$ cat src/rtl/cart_upload_server.sv
// -----------------------------------------------------------------------------
// cart_upload_server
//
// Answers HPS upload (core-to-HPS readback) byte requests for the cartridge/RAM
// image. Each ioctl_rd for this image's index and an in-range address becomes
// one read of a core-side memory with a fixed read latency. ioctl_wait is held
// until the byte is on ioctl_din. Out-of-range requests get a fill byte.
// Requests for another index, or outside a session, get 8'h00. Both of these
// are answered at once. The block also counts served bytes and flags requests
// that arrive while a read is still in flight.
//
// Parameters:
//   INDEX   ioctl_index value answered by this block
//   SIZE    image length in bytes (valid addresses 0..SIZE-1)
//   RD_LAT  memory read latency in cycles, 1..3
//   FILL    byte returned for addresses at or beyond SIZE
//
// Ports:
//   clk_sys        in   system clock
//   reset_n        in   asynchronous active-low reset
//   ioctl_upload   in   upload session active (level)
//   ioctl_index    in   image index of the session
//   ioctl_rd       in   one-cycle byte request
//   ioctl_addr     in   byte address, valid with ioctl_rd
//   ioctl_din      out  returned byte
//   ioctl_wait     out  request in progress, HPS must hold off
//   mem_rd         out  one-cycle memory read strobe
//   mem_addr       out  memory address, held until the next accepted request
//   mem_dout       in   memory data, valid RD_LAT cycles after mem_rd
//   upload_active  out  registered (ioctl_upload && index match)
//   bytes_served   out  requests completed this session (saturating)
//   overrun        out  sticky, ioctl_rd seen while busy
// -----------------------------------------------------------------------------
module cart_upload_server #(
  parameter logic [7:0]  INDEX  = 8'h01,
  parameter logic [24:0] SIZE   = 25'h10000,
  parameter int          RD_LAT = 2,
  parameter logic [7:0]  FILL   = 8'hFF
) (
  input  logic        clk_sys,
  input  logic        reset_n,
  input  logic        ioctl_upload,
  input  logic [7:0]  ioctl_index,
  input  logic        ioctl_rd,
  input  logic [24:0] ioctl_addr,
  output logic [7:0]  ioctl_din,
  output logic        ioctl_wait,
  output logic        mem_rd,
  output logic [24:0] mem_addr,
  input  logic [7:0]  mem_dout,
  output logic        upload_active,
  output logic [24:0] bytes_served,
  output logic        overrun
);

  typedef enum logic [1:0] {
    IDLE  = 2'd0,
    ISSUE = 2'd1,
    LAT   = 2'd2,
    DONE  = 2'd3
  } state_e;

  // Cycles spent in LAT = RD_LAT-1. DONE is the cycle in which mem_dout is
  // valid, so with RD_LAT=1 the FSM goes straight from ISSUE to DONE.
  localparam logic [1:0] LAT_LOAD = 2'(RD_LAT - 1);

  state_e      state_q, state_d;
  logic [1:0]  cnt_q, cnt_d;
  logic [7:0]  din_q, din_d;
  logic        mem_rd_q, mem_rd_d;
  logic [24:0] mem_addr_q, mem_addr_d;
  logic        up_act_q, up_act_d;
  logic [24:0] bytes_q, bytes_d;
  logic        overrun_q, overrun_d;
  logic        upload_prev_q, upload_prev_d;

  logic        session_edge;
  logic        idx_match;
  logic        in_range;
  logic        accept;

  function automatic logic [24:0] sat_inc(input logic [24:0] v);
    return (v == '1) ? v : v + 25'd1;
  endfunction

  always_comb begin
    session_edge  = ioctl_upload & ~upload_prev_q;
    idx_match     = (ioctl_index == INDEX);
    in_range      = (ioctl_addr < SIZE);
    accept        = (state_q == IDLE) & ioctl_rd & ioctl_upload & idx_match & in_range;

    state_d       = state_q;
    cnt_d         = cnt_q;
    din_d         = din_q;
    mem_rd_d      = 1'b0;
    mem_addr_d    = mem_addr_q;
    up_act_d      = ioctl_upload & idx_match;
    upload_prev_d = ioctl_upload;
    // A new session clears the statistics; a request in the same cycle is
    // then counted on top of the cleared value.
    bytes_d       = session_edge ? '0 : bytes_q;
    overrun_d     = session_edge ? 1'b0 : overrun_q;

    case (state_q)
      IDLE: begin
        if (ioctl_rd) begin
          if (accept) begin
            // mem_rd is registered, so it is high during the ISSUE cycle.
            mem_addr_d = ioctl_addr;
            mem_rd_d   = 1'b1;
            state_d    = ISSUE;
          end else if (ioctl_upload && idx_match) begin
            din_d   = FILL;
            bytes_d = sat_inc(bytes_d);
          end else begin
            din_d = 8'h00;
          end
        end
      end
      ISSUE: begin
        cnt_d   = LAT_LOAD;
        state_d = (LAT_LOAD == 2'd0) ? DONE : LAT;
      end
      LAT: begin
        cnt_d = cnt_q - 2'd1;
        if (cnt_d == 2'd0) state_d = DONE;
      end
      DONE: begin
        din_d   = mem_dout;
        bytes_d = sat_inc(bytes_d);
        state_d = IDLE;
      end
      default: state_d = IDLE;
    endcase

    if (state_q != IDLE) begin
      if (ioctl_rd && !session_edge) overrun_d = 1'b1;
      // Session dropped mid-read: abandon it without touching the result.
      if (!ioctl_upload) begin
        state_d = IDLE;
        din_d   = din_q;
        bytes_d = bytes_q;
      end
    end
  end

  always_ff @(posedge clk_sys or negedge reset_n) begin
    if (!reset_n) begin
      state_q       <= IDLE;
      cnt_q         <= '0;
      din_q         <= '0;
      mem_rd_q      <= 1'b0;
      mem_addr_q    <= '0;
      up_act_q      <= 1'b0;
      bytes_q       <= '0;
      overrun_q     <= 1'b0;
      upload_prev_q <= 1'b0;
    end else begin
      state_q       <= state_d;
      cnt_q         <= cnt_d;
      din_q         <= din_d;
      mem_rd_q      <= mem_rd_d;
      mem_addr_q    <= mem_addr_d;
      up_act_q      <= up_act_d;
      bytes_q       <= bytes_d;
      overrun_q     <= overrun_d;
      upload_prev_q <= upload_prev_d;
    end
  end

  // ioctl_wait rises in the request cycle itself, before any state change.
  assign ioctl_wait    = accept | (state_q != IDLE);
  assign ioctl_din     = din_q;
  assign mem_rd        = mem_rd_q;
  assign mem_addr      = mem_addr_q;
  assign upload_active = up_act_q;
  assign bytes_served  = bytes_q;
  assign overrun       = overrun_q;

endmodule

$ cat config.mk
export PLATFORM = sky130hd
export DESIGN_NAME = cart_upload_server
export DESIGN_NICKNAME = d
export VERILOG_FILES = /design/src/rtl/cart_upload_server.sv
export SDC_FILE = /design/constraint.sdc
export NUM_CORES = 1
export LEC_CHECK = 0
export BUFFER_PORTS_ARGS = -buffer_cell sky130_fd_sc_hd__buf_2
export CAP_MARGIN = 20
export CORE_UTILIZATION = 40
export CTS_CLUSTER_DIAMETER = 60
export DETAILED_ROUTE_END_ITERATION = 6
export RECOVER_POWER = 50
export SYNTH_ARGS = -nofsm -noshare
export SYNTH_HDL_FRONTEND = slang
export SYNTH_SLANG_ARGS = --single-unit
$ cat constraint.sdc
create_clock -name clk_sys -period 3.6 [get_ports clk_sys]
set_input_delay 0.18 -clock clk_sys [delete_from_list [all_inputs] [get_ports clk_sys]]
set_output_delay 0.18 -clock clk_sys [all_outputs]
set_load 0.03 [all_outputs]
Yosys cells after proc, flatten, opt, wreduce, memory -nomap -nowiden. Index checks and enable logic that the tools add are counted. Widths: inputs -> output; s select.

Flip-flop bits (word level): 66. Input bits: 45. Output and inout bits: 62. Logic and storage cells: 61.

Add/sub/neg operators: 2. $lt $le $gt $ge: 1. Equality and inequality tests: 6. Muxes and demuxes: 27. Bitwise operators: 8. Reduce and logical (&&, ||, !) cells: 8.

Operator list (count): $mux 25 (7); $pmux 25 s2 (1); $mux 8 (5); $add 25x1->25 const B (1); $eq 25x25->1 const B (1); $lt 25x17->1 const B (1); $pmux 8 s2 (1); $mux 2 (5); $eq 8x1->1 const B (1); $pmux 2 s4 (1); $and 1x1->1 (6); $mux 1 (6); $eq 2x2->1 const B (2); $logic_not 2->1 (2); $pmux 2 s2 (1); $reduce_bool 2->1 (2); $reduce_and 3->1 (1); $eq 2x1->1 const B (1); $logic_and 1x1->1 (2); $ne 2x2->1 const B (1); $sub 2x1->2 const B (1); $logic_not 1->1 (1); $not 1->1 (1); $or 1x1->1 (1).

Longest topological paths before layout. Gate-level depths: netlist (run 1).

Depth after elaboration: 11. Depth in mapped cells: 14. Mapped depth without buffers: 8.

Worst setup path after synthesis (run 1). Ideal clock, no wire load.

Path type: flip-flop to flip-flop. Start point: register upload_prev_q. End point: register bytes_q[21], in the netlist bytes_served[21]. Setup time: 0.070 ns. Data arrival time: 2.533 ns. Data required time: 3.530 ns. Path slack: 0.997 ns. Stages on the path, launching flop included: 14. Buffers on the path: 5. Clock period less this slack: 2.603 ns. Cells stage by stage: dfrtp_1 > nand2b_1 > buf_2 > buf_2 > clkbuf_1 > and2_1 > ha_1 > and4_1 > clkbuf_1 > nand4_1 > buf_2 > nand2_1 > a2111o_1 > nand3_1.

Longest elaborated chain between the ends: 11. Elaborated cells on any way between the ends: 12. Those cells by class: add/sub (1); eq/ne (1); mux (8); bitwise (2).

Ends and longest elaborated chain: start, declared (RTL line 75) `logic upload_prev_q, upload_prev_d;`; start signal, assigned (RTL line 167) `upload_prev_q <= upload_prev_d;`; $not 1->1 * (RTL line 87) `session_edge = ioctl_upload & ~upload_prev_q;`; $and 1x1->1 * (RTL line 87); $mux 25 * (RTL line 101) `bytes_d = session_edge ? '0 : bytes_q;`; $add 25x1->25 / $eq 25x25->1 (equally long branches) (RTL line 83) `return (v == '1) ? v : v + 25'd1;`; $mux 25 (RTL line 83); $mux 25 (RTL line 112) `end else if (ioctl_upload && idx_match) begin`; $mux 25 (RTL line 107) `if (accept) begin`; $mux 25 (RTL line 106) `if (ioctl_rd) begin`; $pmux 25 s2 * (RTL line 104) `case (state_q)`; $mux 25 (RTL line 139) `if (!ioctl_upload) begin`; $mux 25 * (RTL line 136) `if (state_q != IDLE) begin`; end signal, assigned (RTL line 165) `bytes_q <= bytes_d;`; end, declared (RTL line 73) `logic [24:0] bytes_q, bytes_d;`.

Mark *: on every way between the ends. The rest lies on a longest branch, timed or not. The select of a mux whose other input is x is not followed. A chain may end at the register's enable or synchronous reset.

Worst setup path after layout (run 1).
Start point: register state_q[0]. End point: register bytes_q[20], in the netlist bytes_served[20].

Longest elaborated chain between the ends: 10. Elaborated cells on any way between the ends: 13. Those cells by class: eq/ne (2); mux (5); bitwise (4); reduce/logical (2).

Ends and longest elaborated chain: start, declared (RTL line 67) `state_e state_q, state_d;`; start signal, assigned (RTL line 159) `state_q <= state_d;`; $logic_not 2->1 (RTL line 90, 104); $and 1x1->1 (4 in a row) (RTL line 90) `accept = (state_q == IDLE) & ioctl_rd & ioctl_upload & idx_match & in_range;`; $mux 25 (RTL line 107); $mux 25 (RTL line 106); $pmux 25 s2 (RTL line 104); $mux 25 (RTL line 139); $mux 25 (RTL line 136).

Parallel ways exist; a longest one is shown, timed or not. The select of a mux whose other input is x is not followed.

==> metrics.txt, run 1 <==
status finished with violations; failing checks max-capacitance violations, max-slew violations; Area Overhead vs Synth 23.3%; count of buffer and inverter cells on the critical path 1; Longest Clk Path Bufs 2; # placed instances 542; Crit path depth 8; post-synthesis mux area share 0.0555; First DRT Iteration DRCs 202; # diodes 0; total wire length 9.34 mm; Seq/Total Area, Yosys 0.482; detailed-route wire length per cell 16.7 µm; dpl ws 0.906 ns; Clock transition at path regs 0.09 ns; reg2reg start state_q[0]; setup TNS 0 ns; syn_nets 392; top cells by area, synth dfrtp_1 48%, mux2_2 5.3%, a21oi_1 4.2%; gr usage total 0.212; crit start category register; slew margin rel. -0.379; TritonCTS Buffers 9; NumNets Final 500; Distinct cells, synth 66; largest net degree at the start of global routing 37; Synth Area in Adders 0.0183; synthesized instance count 342; TritonCTS clock tree yes; CP max-delay cell a31oi_1; CP Cell Sequence inv_1 > ha_1 > and4bb_2 > nand3_2 > a31oi_1 > a21o_1 > a21oi_1 > o21ai_0; Final setup violation count 0; R2R Path End bytes_served[20]; Hold Path Depth 2; largest family of logic cells by synthesized area simple AND/OR/NAND/NOR gates; Final Hold Fails 0; initial antenna violation count 0; post-CTS resize count 0; ratio of cells with drive above 1 in the final layout 0.218; Worst Path Required 3.87 ns; Post-synth EDFFs 0; IO Pins 107; synth cell count leaders 66 x dfrtp_1, 35 x nand2_1, 29 x a21oi_1; root buffer cell clkbuf_8; Post-Synth Simple-Gate Area 0.226; I/O Buffers 106; Yosys warnings 0; total chip power 2.46 mW; max cap viols 1; ys flop type dfrtp_1; max-slew violations 36; post-route ant nets 0; Peak supply drop 0.000337 V; insertion delay to the later sink of the worst-skew pair 0.35 ns; Compound-Gate Fraction of Synth Area 0.184; RSZ-0062 raised after global routing no; syn avg cell area 10.0 µm²; leak pwr 1.87 nW; HP Class primary input to register; Worst path max stage delay 0.61 ns; first-pass GRT wire length 14.5 mm; via count 3,153; Horiz. Die Dim 94.5 µm; top-count cell post-synth dfrtp_1; crit path DAT 2.98 ns; grt ovf 0; DR pass1 iterations 4; drc violations 0; CP startpoint state_q[0]; die height 94.5 µm; Clock Skews 0.0124 ns; power density over the cells 582 nW/µm²; worst setup path endpoint bytes_served[20]; internal reg-to-reg setup slack 0.89 ns; Initial Utilization 0.415; FFs w/ async S/R, synth 1.00; min cycle time layout 2.71 ns; die area 8940 µm²; Final GP Congestion 0.852; Yosys reg bits 66; top cell type's share of synthesized area 0.482; vias in the first global route 2,774; Final period util 0.753; via/cell ratio 5.63; CTS H-Tree Depth 3; std cell rows 33; crit-path leading delay family compound AO/OA/AOI/OAI gates; R2R cell count 8; CTS Sinks 66; critical path type register to register; xor/xnor share of the synthesized area 0; Worst setup EP type register; Max Fclk 369 MHz; post-synth top area cell dfrtp_1; Post-DP HPWL 6.84 mm; Core Area 8260 µm²; Mapped Area 3430 µm²; Max Fanout on Critical Path 15; Finished Layout Cells 560; worst slew pin tran 2.07 ns; final worst slack 0.889 ns
-- flip-flops by register name, summed over array words and instances, names as in the netlist --
register       cells
ioctl_din          8
mem_addr          25
overrun            1
state_q            2
upload_prev_q      1
cnt_q              2
mem_rd             1
upload_active      1
bytes_served      25
-- layout make-up --
| class | instances | area (µm²) |
|---|---|---|
| fill | 802 | 4030 |
| clock inverter | 7 | 100 |
| sequential | 66 | 1650 |
| clock buffer | 9 | 124 |
| inverter | 10 | 42.5 |
| multi-input combinational | 249 | 1650 |
| timing repair buffer | 114 | 528 |
| tap | 105 | 131 |
-- per-stage QoR --
| stage | area [µm²] | hold WS, ns | util |
|---|---|---|---|
| floorplan | 3430 | -0.116 | - |
| global placement | 4070 | 0.336 | 0.493 |
| detailed placement | 4070 | 0.335 | 0.493 |
| CTS | 4310 | 0.0430 | 0.522 |
| global route | 4220 | 0.0400 | 0.512 |
| finish | 4220 | 0.0570 | 0.512 |
-- routing by layer --
metal,global-route usage,wire [µm],up-vias
met1,0.310,4360,1535
met3,0.0435,573,11
li1,-,-,1496
met4,0.0631,76,0
met5,0,0,-
met2,0.315,4340,111
-- cells in the final DEF (no fill, tap or decap), types with 5 or more instances in the layout --
| cell | Yosys | layout |
|---|---|---|
| buf_4 | 0 | 6 |
| mux2_2 | 16 | 16 |
| a21oi_1 | 29 | 29 |
| ha_1 | 5 | 5 |
| nand3_1 | 18 | 19 |
| nor2_1 | 20 | 20 |
| nand4_1 | 10 | 10 |
| inv_1 | 9 | 9 |
| buf_2 | 6 | 44 |
| clkbuf_1 | 10 | 62 |
| nor3_1 | 6 | 6 |
| and3_1 | 7 | 7 |
| o21ai_0 | 22 | 22 |
| nor2b_1 | 9 | 9 |
| dfrtp_1 | 66 | 66 |
| clkbuf_8 | 0 | 9 |
| nand2_1 | 35 | 35 |
-- how the worst min path moves through the flow --
| stage | startpoint | end | slack, ns |
|---|---|---|---|
| final | ioctl_addr[15] | mem_addr[15] | 0.06 |
| after floorplan | reset_n | bytes_served[0] | -0.12 |
| after global routing | ioctl_addr[0] | mem_addr[0] | 0.04 |
| after global placement | reset_n | bytes_served[12] | 0.34 |
| after CTS | ioctl_addr[15] | mem_addr[15] | 0.04 |
| after detailed placement | reset_n | bytes_served[12] | 0.33 |
-- report_power, final --
part,total [mW],internal (mW),switching (mW)
clock network,0.720,0.396,0.324
logic,0.881,0.240,0.641
registers,0.857,0.814,0.0435
total,2.46,1.45,1.01
-- logic make-up (layout without fill, tap and decap cells) --
kind of cell | count (synthesis) | count (layout)
simple gates | 134 | 134
compound gates | 93 | 93
flops | 66 | 66
buf+inv | 27 | 140
mux | 17 | 17
fa+ha+maj | 5 | 5
-- what timing repair did --
item / in CTS / in global routing
hold buffers: 1 / 0
endpoints found under the hold margin: 35 / 0
buffers inserted: 0 / 0
Power figures use the tool's default switching activity.
==> inputs of run 2 (changes only) <==
==> constraint.sdc (replaced) <==
create_clock -name clk_sys -period 2.6 [get_ports clk_sys]
set_input_delay 0.13 -clock clk_sys [delete_from_list [all_inputs] [get_ports clk_sys]]
set_output_delay 0.13 -clock clk_sys [all_outputs]
set_load 0.03 [all_outputs]
==> run 2 against run 1 <==
  * The flow still finishes with violations (max-capacitance violations, max-slew violations)
  * Via count up 0.73%
  * Hold slack worse by 0.050 ns
  * Sequential share of layout area down 1.2 points
  * Routed wire length up 0.92%
  * First-iteration DRC count up 25%
==> metrics.txt, run 2 (synthesis results as in run 1) <==
FILL cells 798 (was 802); HP Class primary input to register (unchanged); slew margin rel. -0.111 (was -0.379); post-route ant nets 0 (unchanged); failing checks max-capacitance violations, max-slew violations (unchanged); RSZ-0062 raised after global routing no (unchanged); first-pass GRT wire length 14.4 mm (was 14.5 mm); R2R Path End bytes_served[7] (was bytes_served[20]); max cap viols 1 (unchanged); Initial Utilization 0.415 (unchanged); Final GP Congestion 0.918 (was 0.852); GR Util met3 0.0370 (was 0.0435); Horiz. Die Dim 94.5 µm (unchanged); area of the multi-input gates 1650 µm² (about the same); largest net degree at the start of global routing 67 (was 37); Peak supply drop 0.000333 V (was 0.000337 V); min cycle time layout 2.43 ns (was 2.71 ns); worst min-delay path endpoint mem_addr[3] (was mem_addr[15]); R2R cell count 9 (was 8); status finished with violations (unchanged); fin util 0.528 (was 0.512); Clock transition at path regs 0.09 ns (about the same); DR pass1 iterations 5 (was 4); GR peak layer met1 (was met2); crit start category register (unchanged); die height 94.5 µm (unchanged); grt ovf 0 (unchanged); Core Area 8260 µm² (unchanged); Final Hold Fails 0 (unchanged); most frequent cells in the layout 78 x buf_2, 66 x dfrtp_1, 35 x nand2_1 (was 66 x dfrtp_1, 62 x clkbuf_1, 44 x buf_2); max-slew violations 67 (was 36); leak pwr 2.06 nW (was 1.87 nW); power density over the cells 782 nW/µm² (was 582 nW/µm²); critical path type register to register (unchanged); IO Pins 107 (unchanged); First DRT Iteration DRCs 252 (was 202); detailed-route wire length per cell 16.4 µm (was 16.7 µm); TritonCTS Buffers 9 (unchanged); insertion delay to the later sink of the worst-skew pair 0.35 ns (about the same); die area 8940 µm² (unchanged); GRT met2 Usage 0.308 (was 0.315); total wire length 9.43 mm (was 9.34 mm); Post-DP HPWL 6.81 mm (was 6.84 mm); std cell rows 33 (unchanged); gr usage total 0.212 (about the same); Post CTS Setup Buffer Count 0 (unchanged); Worst Path Required 2.81 ns (was 3.87 ns); TritonCTS clock tree yes (unchanged); setup TNS 0 ns (unchanged); # diodes 0 (unchanged); Hold Path Depth 2 (unchanged); hold slack 0.00724 ns (was 0.0570 ns); NumNets Final 516 (was 500); Max Fanout on Critical Path 6 (was 15); internal reg-to-reg setup slack 0.17 ns (was 0.89 ns); min-delay src ioctl_addr[3] (was ioctl_addr[15]); ratio of cells with drive above 1 in the final layout 0.306 (was 0.218); GR Util met1 0.311 (was 0.310); vias in the first global route 2,809 (was 2,774); Final setup violation count 0 (unchanged); root buffer cell clkbuf_8 (unchanged); Reg area 1650 µm² (unchanged); CTS Sinks 66 (unchanged); Clock Skews 0.0144 ns (was 0.0124 ns); Longest Clk Path Bufs 2 (unchanged); CTS H-Tree Depth 3 (unchanged); initial antenna violation count 0 (unchanged); reg2reg start upload_prev_q (was state_q[0]); crit path DAT 2.64 ns (was 2.98 ns); I/O Buffers 106 (unchanged); Area Overhead vs Synth 27.3% (was 23.3%); most common cell after layout, fill and taps aside buf_2 (was dfrtp_1); worst slew pin tran 1.67 ns (was 2.07 ns); Max Fclk 412 MHz (was 369 MHz); Worst setup EP type register (unchanged); via count 3,176 (was 3,153); Final period util 0.933 (was 0.753); via/cell ratio 5.51 (was 5.63); drc violations 0 (unchanged)
-- run 2: changes by cell type in the layout (fill, tap and decap cells not counted), sizes merged --
| cell | delta |
|---|---|
| inv | -1 |
| buf | +44 |
| clkbuf | -33 |
| bufinv | -1 |
| clkinvlp | +1 |
| dlygate4sd3 | +5 |
| clkinv | +1 |
-- run 2: how the worst max path moves through the flow --
stage / from / end / slack [ns] / cells past startpoint
after floorplan: upload_prev_q / bytes_served[13] / 0.03 / 12
after global placement: upload_prev_q / bytes_served[7] / 0.30 / 9
after detailed placement: upload_prev_q / bytes_served[7] / 0.20 / 9
after CTS: upload_prev_q / bytes_served[7] / 0.18 / 9
after global routing: upload_prev_q / bytes_served[7] / 0.008 / 9
final: upload_prev_q / bytes_served[7] / 0.17 / 9
-- run 2: final cells by class --
class                   count  share of cell area
flip-flops and latches     66               0.379
multi-input cells         249               0.377
well taps                 105              0.0301
inverters                  10             0.00976
clock inverters             7              0.0178
clock buffers               9              0.0284
repair buffers            130               0.158
-- run 2: power by group --
part | switching, mW | total [mW] | internal [mW]
logic | 0.926 | 1.34 | 0.416
registers | 0.0591 | 1.19 | 1.13
clock network | 0.432 | 0.881 | 0.449
total | 1.42 | 3.41 | 1.99
-- run 2: timing repair --
action                                  in CTS  in global routing
hold endpoints to repair                    70                  1
endpoints found under the setup margin       0                  1
resized for setup                            0                  1
hold buffers                                 5                  1
-- run 2: worst max-delay path: stages, from the launching register on --
cell and delay [ns]:
dfrtp_1 0.41, nand2b_1 0.21, and2_1 0.19, ha_1 0.23, and4_1 0.22, nand4_1 0.22, buf_4 0.18, nand4b_1 0.11
a2111oi_1 0.41, o21ai_0 0.13
-- run 2: metal layers --
| layer | vias to the layer above | share of wire |
|---|---|---|
| met4 | 0 | 0.014 |
| met3 | 8 | 0.062 |
| met1 | 1523 | 0.46 |
| met2 | 120 | 0.46 |
| li1 | 1525 | - |
| met5 | - | 0 |
-- run 2: metrics by stage --
step	instance area, µm²	power, mW	std cells	setup WS (ns)
6_report	4360	3.41	576	0.175
5_1_grt	4360	3.61	576	0.00771
4_1_cts	4410	3.43	575	0.181
3_5_place_dp	4160	2.54	554	0.205
3_3_place_gp	4160	2.54	554	0.299
2_1_floorplan	3430	2.02	342	0.0282
